### config.mk
export PLATFORM = sky130hd
export DESIGN_NAME = icache_port_sched
export DESIGN_NICKNAME = d
export VERILOG_FILES = /design/src/rtl/icache_port_sched.sv
export SDC_FILE = /design/constraint.sdc
export NUM_CORES = 2
export LEC_CHECK = 0
export CELL_PAD_IN_SITES_DETAIL_PLACEMENT = 1
export CELL_PAD_IN_SITES_GLOBAL_PLACEMENT = 1
export CORE_AREA = 2 2 655 657
export DETAILED_ROUTE_END_ITERATION = 12
export DIE_AREA = 0 0 657 659
export MAX_ROUTING_LAYER = met4
export PLACE_DENSITY_LB_ADDON = 0.25
export SYNTH_ARGS = -nofsm -noshare
export SYNTH_HDL_FRONTEND = slang
export SYNTH_SLANG_ARGS = --single-unit
### constraint.sdc
create_clock -name clk_i -period 2.7 [get_ports clk_i]
set_input_delay 0.54 -clock clk_i [delete_from_list [all_inputs] [get_ports clk_i]]
set_output_delay 0.54 -clock clk_i [all_outputs]
set_load 0.02 [all_outputs]
### src/rtl/icache_port_sched.sv
// Shares the single I-Cache port between IFU demand fetches and the next-line
// prefetcher; splits line-crossing demand fetches and merges both lines into one beat.
module icache_port_sched #(
  parameter int VAddrBits       = 39,
  parameter int LINE_BYTES      = 64,
  parameter int DATA_WIDTH      = 512,
  parameter int PF_STARVE_LIMIT = 8
) (
  input  logic                    clk_i,
  input  logic                    rst_ni,
  input  logic                    flush_i,
  input  logic                    dem_req_valid_i,
  output logic                    dem_req_ready_o,
  input  logic [VAddrBits-1:0]    dem_req_addr_i,
  input  logic                    dem_req_double_line_i,
  input  logic                    pf_req_valid_i,
  output logic                    pf_req_ready_o,
  input  logic [VAddrBits-1:0]    pf_req_addr_i,
  output logic                    cache_req_valid_o,
  input  logic                    cache_req_ready_i,
  output logic [VAddrBits-1:0]    cache_req_addr_o,
  input  logic                    cache_resp_valid_i,
  output logic                    cache_resp_ready_o,
  input  logic [DATA_WIDTH-1:0]   cache_resp_data_i,
  input  logic                    cache_resp_mmio_i,
  output logic                    dem_resp_valid_o,
  input  logic                    dem_resp_ready_i,
  output logic [2*DATA_WIDTH-1:0] dem_resp_data_o,
  output logic                    dem_resp_mmio_o,
  output logic                    pf_done_o
);

  localparam int CntW = $clog2(PF_STARVE_LIMIT + 1);
  localparam logic [CntW-1:0]      StarveMax = CntW'(PF_STARVE_LIMIT);
  localparam logic [VAddrBits-1:0] LineMask  = VAddrBits'(LINE_BYTES - 1);
  localparam logic [VAddrBits-1:0] LineStep  = VAddrBits'(LINE_BYTES);

  typedef enum logic [3:0] {
    IDLE, REQ0, WAIT0, REQ1, WAIT1, RESP, PF_REQ, PF_WAIT, DRAIN
  } state_e;

  state_e                  state_q, state_d;
  logic [CntW-1:0]         starveCnt_q, starveCnt_d;
  logic [VAddrBits-1:0]    line0_q, line0_d;
  logic                    dbl_q, dbl_d;
  logic [VAddrBits-1:0]    pfAddr_q, pfAddr_d;
  logic [2*DATA_WIDTH-1:0] respData_q, respData_d;
  logic                    respMmio_q, respMmio_d;

  logic idleOpen, pfWins, pfGrant, demGrant, reqFire;

  // Prefetch only takes the port when demand is absent or it has starved long enough.
  assign idleOpen = (state_q == IDLE) && !flush_i;
  assign pfWins   = pf_req_valid_i && ((starveCnt_q == StarveMax) || !dem_req_valid_i);
  assign pfGrant  = idleOpen && pfWins;
  assign demGrant = idleOpen && dem_req_valid_i && !pfWins;
  assign reqFire  = cache_req_valid_o && cache_req_ready_i;

  always_ff @(posedge clk_i or negedge rst_ni) begin
    if (!rst_ni) begin
      state_q     <= IDLE;
      starveCnt_q <= '0;
      line0_q     <= '0;
      dbl_q       <= 1'b0;
      pfAddr_q    <= '0;
      respData_q  <= '0;
      respMmio_q  <= 1'b0;
    end else begin
      state_q     <= state_d;
      starveCnt_q <= starveCnt_d;
      line0_q     <= line0_d;
      dbl_q       <= dbl_d;
      pfAddr_q    <= pfAddr_d;
      respData_q  <= respData_d;
      respMmio_q  <= respMmio_d;
    end
  end

  always_comb begin
    state_d     = state_q;
    starveCnt_d = starveCnt_q;
    line0_d     = line0_q;
    dbl_d       = dbl_q;
    pfAddr_d    = pfAddr_q;
    respData_d  = respData_q;
    respMmio_d  = respMmio_q;

    if (!pf_req_valid_i || pfGrant) begin
      starveCnt_d = '0;
    end else if (demGrant && (starveCnt_q != StarveMax)) begin
      starveCnt_d = starveCnt_q + 1'b1;
    end

    case (state_q)
      IDLE: begin
        if (pfGrant) begin
          pfAddr_d = pf_req_addr_i & ~LineMask;
          state_d  = PF_REQ;
        end else if (demGrant) begin
          line0_d = dem_req_addr_i & ~LineMask;
          dbl_d   = dem_req_double_line_i;
          state_d = REQ0;
        end
      end
      REQ0, REQ1, PF_REQ: begin
        // A request already handed to the cache still owes a response, so drain it.
        if (reqFire) begin
          if (flush_i)              state_d = DRAIN;
          else if (state_q == REQ0) state_d = WAIT0;
          else if (state_q == REQ1) state_d = WAIT1;
          else                      state_d = PF_WAIT;
        end else if (flush_i) begin
          state_d = IDLE;
        end
      end
      WAIT0: begin
        if (cache_resp_valid_i) begin
          if (flush_i) begin
            state_d = IDLE;
          end else begin
            respData_d[DATA_WIDTH-1:0] = cache_resp_data_i;
            respMmio_d                 = cache_resp_mmio_i;
            if (dbl_q && !cache_resp_mmio_i) begin
              state_d = REQ1;
            end else begin
              respData_d[2*DATA_WIDTH-1:DATA_WIDTH] = '0;
              state_d                               = RESP;
            end
          end
        end else if (flush_i) begin
          state_d = DRAIN;
        end
      end
      WAIT1: begin
        if (cache_resp_valid_i) begin
          if (flush_i) begin
            state_d = IDLE;
          end else begin
            respData_d[2*DATA_WIDTH-1:DATA_WIDTH] = cache_resp_data_i;
            state_d                               = RESP;
          end
        end else if (flush_i) begin
          state_d = DRAIN;
        end
      end
      PF_WAIT: begin
        if (cache_resp_valid_i)  state_d = IDLE;
        else if (flush_i)        state_d = DRAIN;
      end
      RESP: begin
        if (flush_i || dem_resp_ready_i) state_d = IDLE;
      end
      DRAIN: begin
        if (cache_resp_valid_i) state_d = IDLE;
      end
      default: state_d = IDLE;
    endcase
  end

  always_comb begin
    dem_req_ready_o    = 1'b0;
    pf_req_ready_o     = 1'b0;
    cache_req_valid_o  = 1'b0;
    cache_req_addr_o   = '0;
    cache_resp_ready_o = 1'b0;
    dem_resp_valid_o   = 1'b0;
    pf_done_o          = 1'b0;
    case (state_q)
      IDLE: begin
        dem_req_ready_o = rst_ni && idleOpen && !pfWins;
        pf_req_ready_o  = rst_ni && idleOpen &&
                          (!dem_req_valid_i || (starveCnt_q == StarveMax));
      end
      REQ0: begin
        cache_req_valid_o = 1'b1;
        cache_req_addr_o  = line0_q;
      end
      REQ1: begin
        cache_req_valid_o = 1'b1;
        cache_req_addr_o  = line0_q + LineStep;
      end
      PF_REQ: begin
        cache_req_valid_o = 1'b1;
        cache_req_addr_o  = pfAddr_q;
      end
      WAIT0, WAIT1, DRAIN: cache_resp_ready_o = 1'b1;
      PF_WAIT: begin
        cache_resp_ready_o = 1'b1;
        pf_done_o          = cache_resp_valid_i && !flush_i;
      end
      RESP: dem_resp_valid_o = 1'b1;
      default: ;
    endcase
  end

  assign dem_resp_data_o = respData_q;
  assign dem_resp_mmio_o = respMmio_q;

endmodule
==> metrics.md <==
| Metric | Value |
|---|---|
| CP Cell Sequence | `buf_4 > nand3_4 > nor4_4 > buf_4 > nand3_1 > xor2_1 > o21ai_1 > buf_4 > buf_6` |
| FP Rows | `240` |
| Clk sinks | `1100` |
| Failing checks | `negative setup slack` |
| RSZ-0062 raised after global routing | `true` |
| Cell area after synthesis | `roughly 0.041 mm2` |
| Max clock buf depth | `4` |
| First drt pass iteration count | `7` |
| Slowest-stage cell, CP | `dfrtp_1` |
| Total die area | `0.433 mm2` |
| CP startpoint kind | `register` |
| CORE AREA | `0.426 mm2` |
| Slew HR | `31.6%` |
| First-pass GRT wire length | `422000 um` |
| Drt total wl | `330000 um` |
| Initial antenna violation count | `65` |
| CP Buf/Inv Count | `4` |
| Stages on worst setup path | `9` |
| WL per Instance | `28.9 um` |
| 1st-iter DRT viols | `2288` |
| CTS Buf Count | `156` |
| FF+latch count, synth | `1100` |
| Async S/R FF share, synth | `100%` |
| Layout cells sized above 1 | `~15%` |
| Clk_lat worst skew | `850 ps` |
| Synth Area per Inst | `approximately 11 um2` |
| Measured slew at the worst slew-check pin | `1030 ps` |
| Fin crit share | `121%` |
| R2r endpoint | `dem_resp_data_o[674]` |
| CP arrival | `2740 ps` |
| Final Util | `17.1%` |
| Die extent in y | `659 um` |
| Post-synth EDFFs | `0` |
| Worst reg-to-reg setup slack | `between 200 and 300 ps` |
| Area delta synth->final | `75.6%` |
| Root buffer cell | `clkbuf_16` |
| Commonest non-fill, non-tap cell in the layout | `nand2_1` |
| CP dominant cell by count | `buf_4` |
| Reg2Reg Depth | `9` |
| GPL Wtd Cong | `~0.90` |
| CP endpoint kind | `output pin` |
| Filler cells | `49039` |
| Max-Cap Viols | `0` |
| Cell Pwr Density | `1390 mW/mm2` |
| CP Max Fanout | `5` |
| Final hold vios | `0` |
| Vias per inst | `3.26` |
| Hpwl dp | `274000 um` |
| Detail Route Antenna Nets | `0` |
| Final Cell Area | `~0.073 mm2` |
| Main flop type after synthesis | `dfrtp_1` |
| Status | `finished with violations` |
| # setup viols final | `37` |
| Worst IR drop on VDD | `0.430 mV` |
| # nets final | `6205` |
| CTS tree | `built` |
| H-tree levels | `4` |
| Vias in the first global route | `39543` |
| Largest delay share family, worst path | `buffers and inverters` |
| Dpl cell area | `about 0.067 mm2` |
| GRT Util Overall | `15.1%` |
| Library cells used by synthesis | `60` |
| I/O Buffers | `1651` |
| Final WS setup | `-577 ps` |
| # IOs | `1670` |
| Via count | `37262` |
| Clock slew at reported path FFs | `60 ps` |
| Residual DRC | `0` |
| Critical Path RT | `between 2000 and 2500 ps` |
| Static Leakage | `33.0 nW` |
| Clock Skews | `51.9 ps` |
| Die width | `657 um` |
| Effective utilization at floorplan | `9.71%` |
| Setup CP Type | `reg2out` |
| Tmin final | `3280 ps` |
| Pwr Total | `101 mW` |
| Most frequent cells in the layout | `1576 x nand2_1, 1390 x clkdlybuf4s50_1, 1090 x dfrtp_1` |
| Sequential share of the synthesized area | `66.6%` |
| Top achievable clock speed | `about 300 MHz` |
| Ys Warns | `0` |
| Hold Crit Class | `in2async` |
| Cells after synthesis | `about 3800` |
| Max incr delay on CP | `390 ps` |
| Max Slew Vio Count | `0` |
| Total gr overflow | `0` |
| Largest net degree at the start of global routing | `154` |
| FF-to-FF Start | `state_q[3]` |
-- cells in the mapped netlist, types with 9 or more instances --
cell type / number / area share [%]
nand4_1: 15 / 0.23
inv_1: 9 / 0.082
nor3_1: 9 / 0.11
nor2_1: 20 / 0.18
o21ai_0: 33 / 0.40
xnor2_1: 12 / 0.25
buf_2: 15 / 0.18
xor2_1: 16 / 0.34
clkbuf_1: 229 / 2.1
buf_4: 10 / 0.18
nand3_1: 20 / 0.24
mux2_4: 30 / 1.1
a22o_1: 514 / 11
mux2_2: 36 / 0.98
dfrtp_1: 1100 / 67
nand2_1: 1588 / 14
-- final cells by class --
type	count	area (um2)	share of cell area, %
antenna	18	45.0	0.0620
clock buffer	218	4500	6.19
clock inverter	49	579	0.798
inverter	9	33.8	0.0465
multi-input combinational	2388	13300	18.3
sequential	1100	27500	37.9
tap	5687	7120	9.80
timing repair buffer	1947	19500	26.9
-- kinds of logic (layout without fill, tap and decap cells) --
group                      Yosys count  count (layout)  synth area share (%)
and+or+nand+nor                   1703            1703                  16.1
DFF                               1100            1100                  66.6
AOI/OAI and AO/OA                  578             578                  11.8
buffers and inverters              269            2223                  2.63
muxes                               70              70                  2.17
xor gates and xnor gates            28              28                 0.593
adders and majority gates            3               3                0.0908
other                                1              24               0.00907
-- worst max path at each step --
stage,from,to,slack [ps]
3_5_place_dp,flush_i,dem_resp_data_o[765],-140
5_1_grt,line0_q[6],cache_req_addr_o[18],-760
4_1_cts,line0_q[11],cache_req_addr_o[33],-630
3_3_place_gp,line0_q[9],cache_req_addr_o[21],-170
2_1_floorplan,line0_q[6],cache_req_addr_o[32],130
6_report,line0_q[6],cache_req_addr_o[21],-580
-- timing repair --
item	CTS	global route
hold buffers	1	0
gates resized for setup	258	46
gates cloned	1	0
buffers inserted	38	21
pin swaps	39	31
hold endpoints to repair	164	0
setup endpoints to repair	143	41
-- power breakdown --
part | total, mW | internal [mW] | switching (mW)
Combinational | 49.2 | 19.6 | 29.6
Clock | 21.0 | 12.3 | 8.70
Sequential | 30.6 | 24.6 | 5.95
-- worst register-to-register path, delay by kind of cell (launching register included) --
| family | cells | cell delay [ps] |
|---|---|---|
| simple gates | 2 | 310 |
| buf+inv | 5 | 1030 |
| compound gates | 2 | 620 |
| flops | 1 | 390 |
-- per-stage QoR --
step           TNS (ps)  instances  setup WS [ps]  hold slack [ps]
3_3_place_gp     -22530      11078           -174              460
2_1_floorplan         0       3757            134              244
3_5_place_dp     -20280      11078           -137              460
5_1_grt          -20460      11414           -759              158
4_1_cts          -17560      11382           -633              103
6_report         -14280      11416           -577              231
-- sequential cells by signal, indices dropped and copies added, names as in the netlist --
register,flops
starveCnt_q,4
dbl_q,1
line0_q,33
state_q,4
pfAddr_q,33
dem_resp_data_o,1024
dem_resp_mmio_o,1
-- routing by layer --
layer	track usage, %	wire length [um]	share of wire (%)	vias to the layer above
met5	-	0	0	-
met4	3.53	8720	2.6	0
met3	5.83	29700	9.0	291
met2	25.8	165000	50	1215
met1	16.5	127000	38	19433
li1	-	-	-	16323
Note: power is estimated with default switching activity, not from simulation.
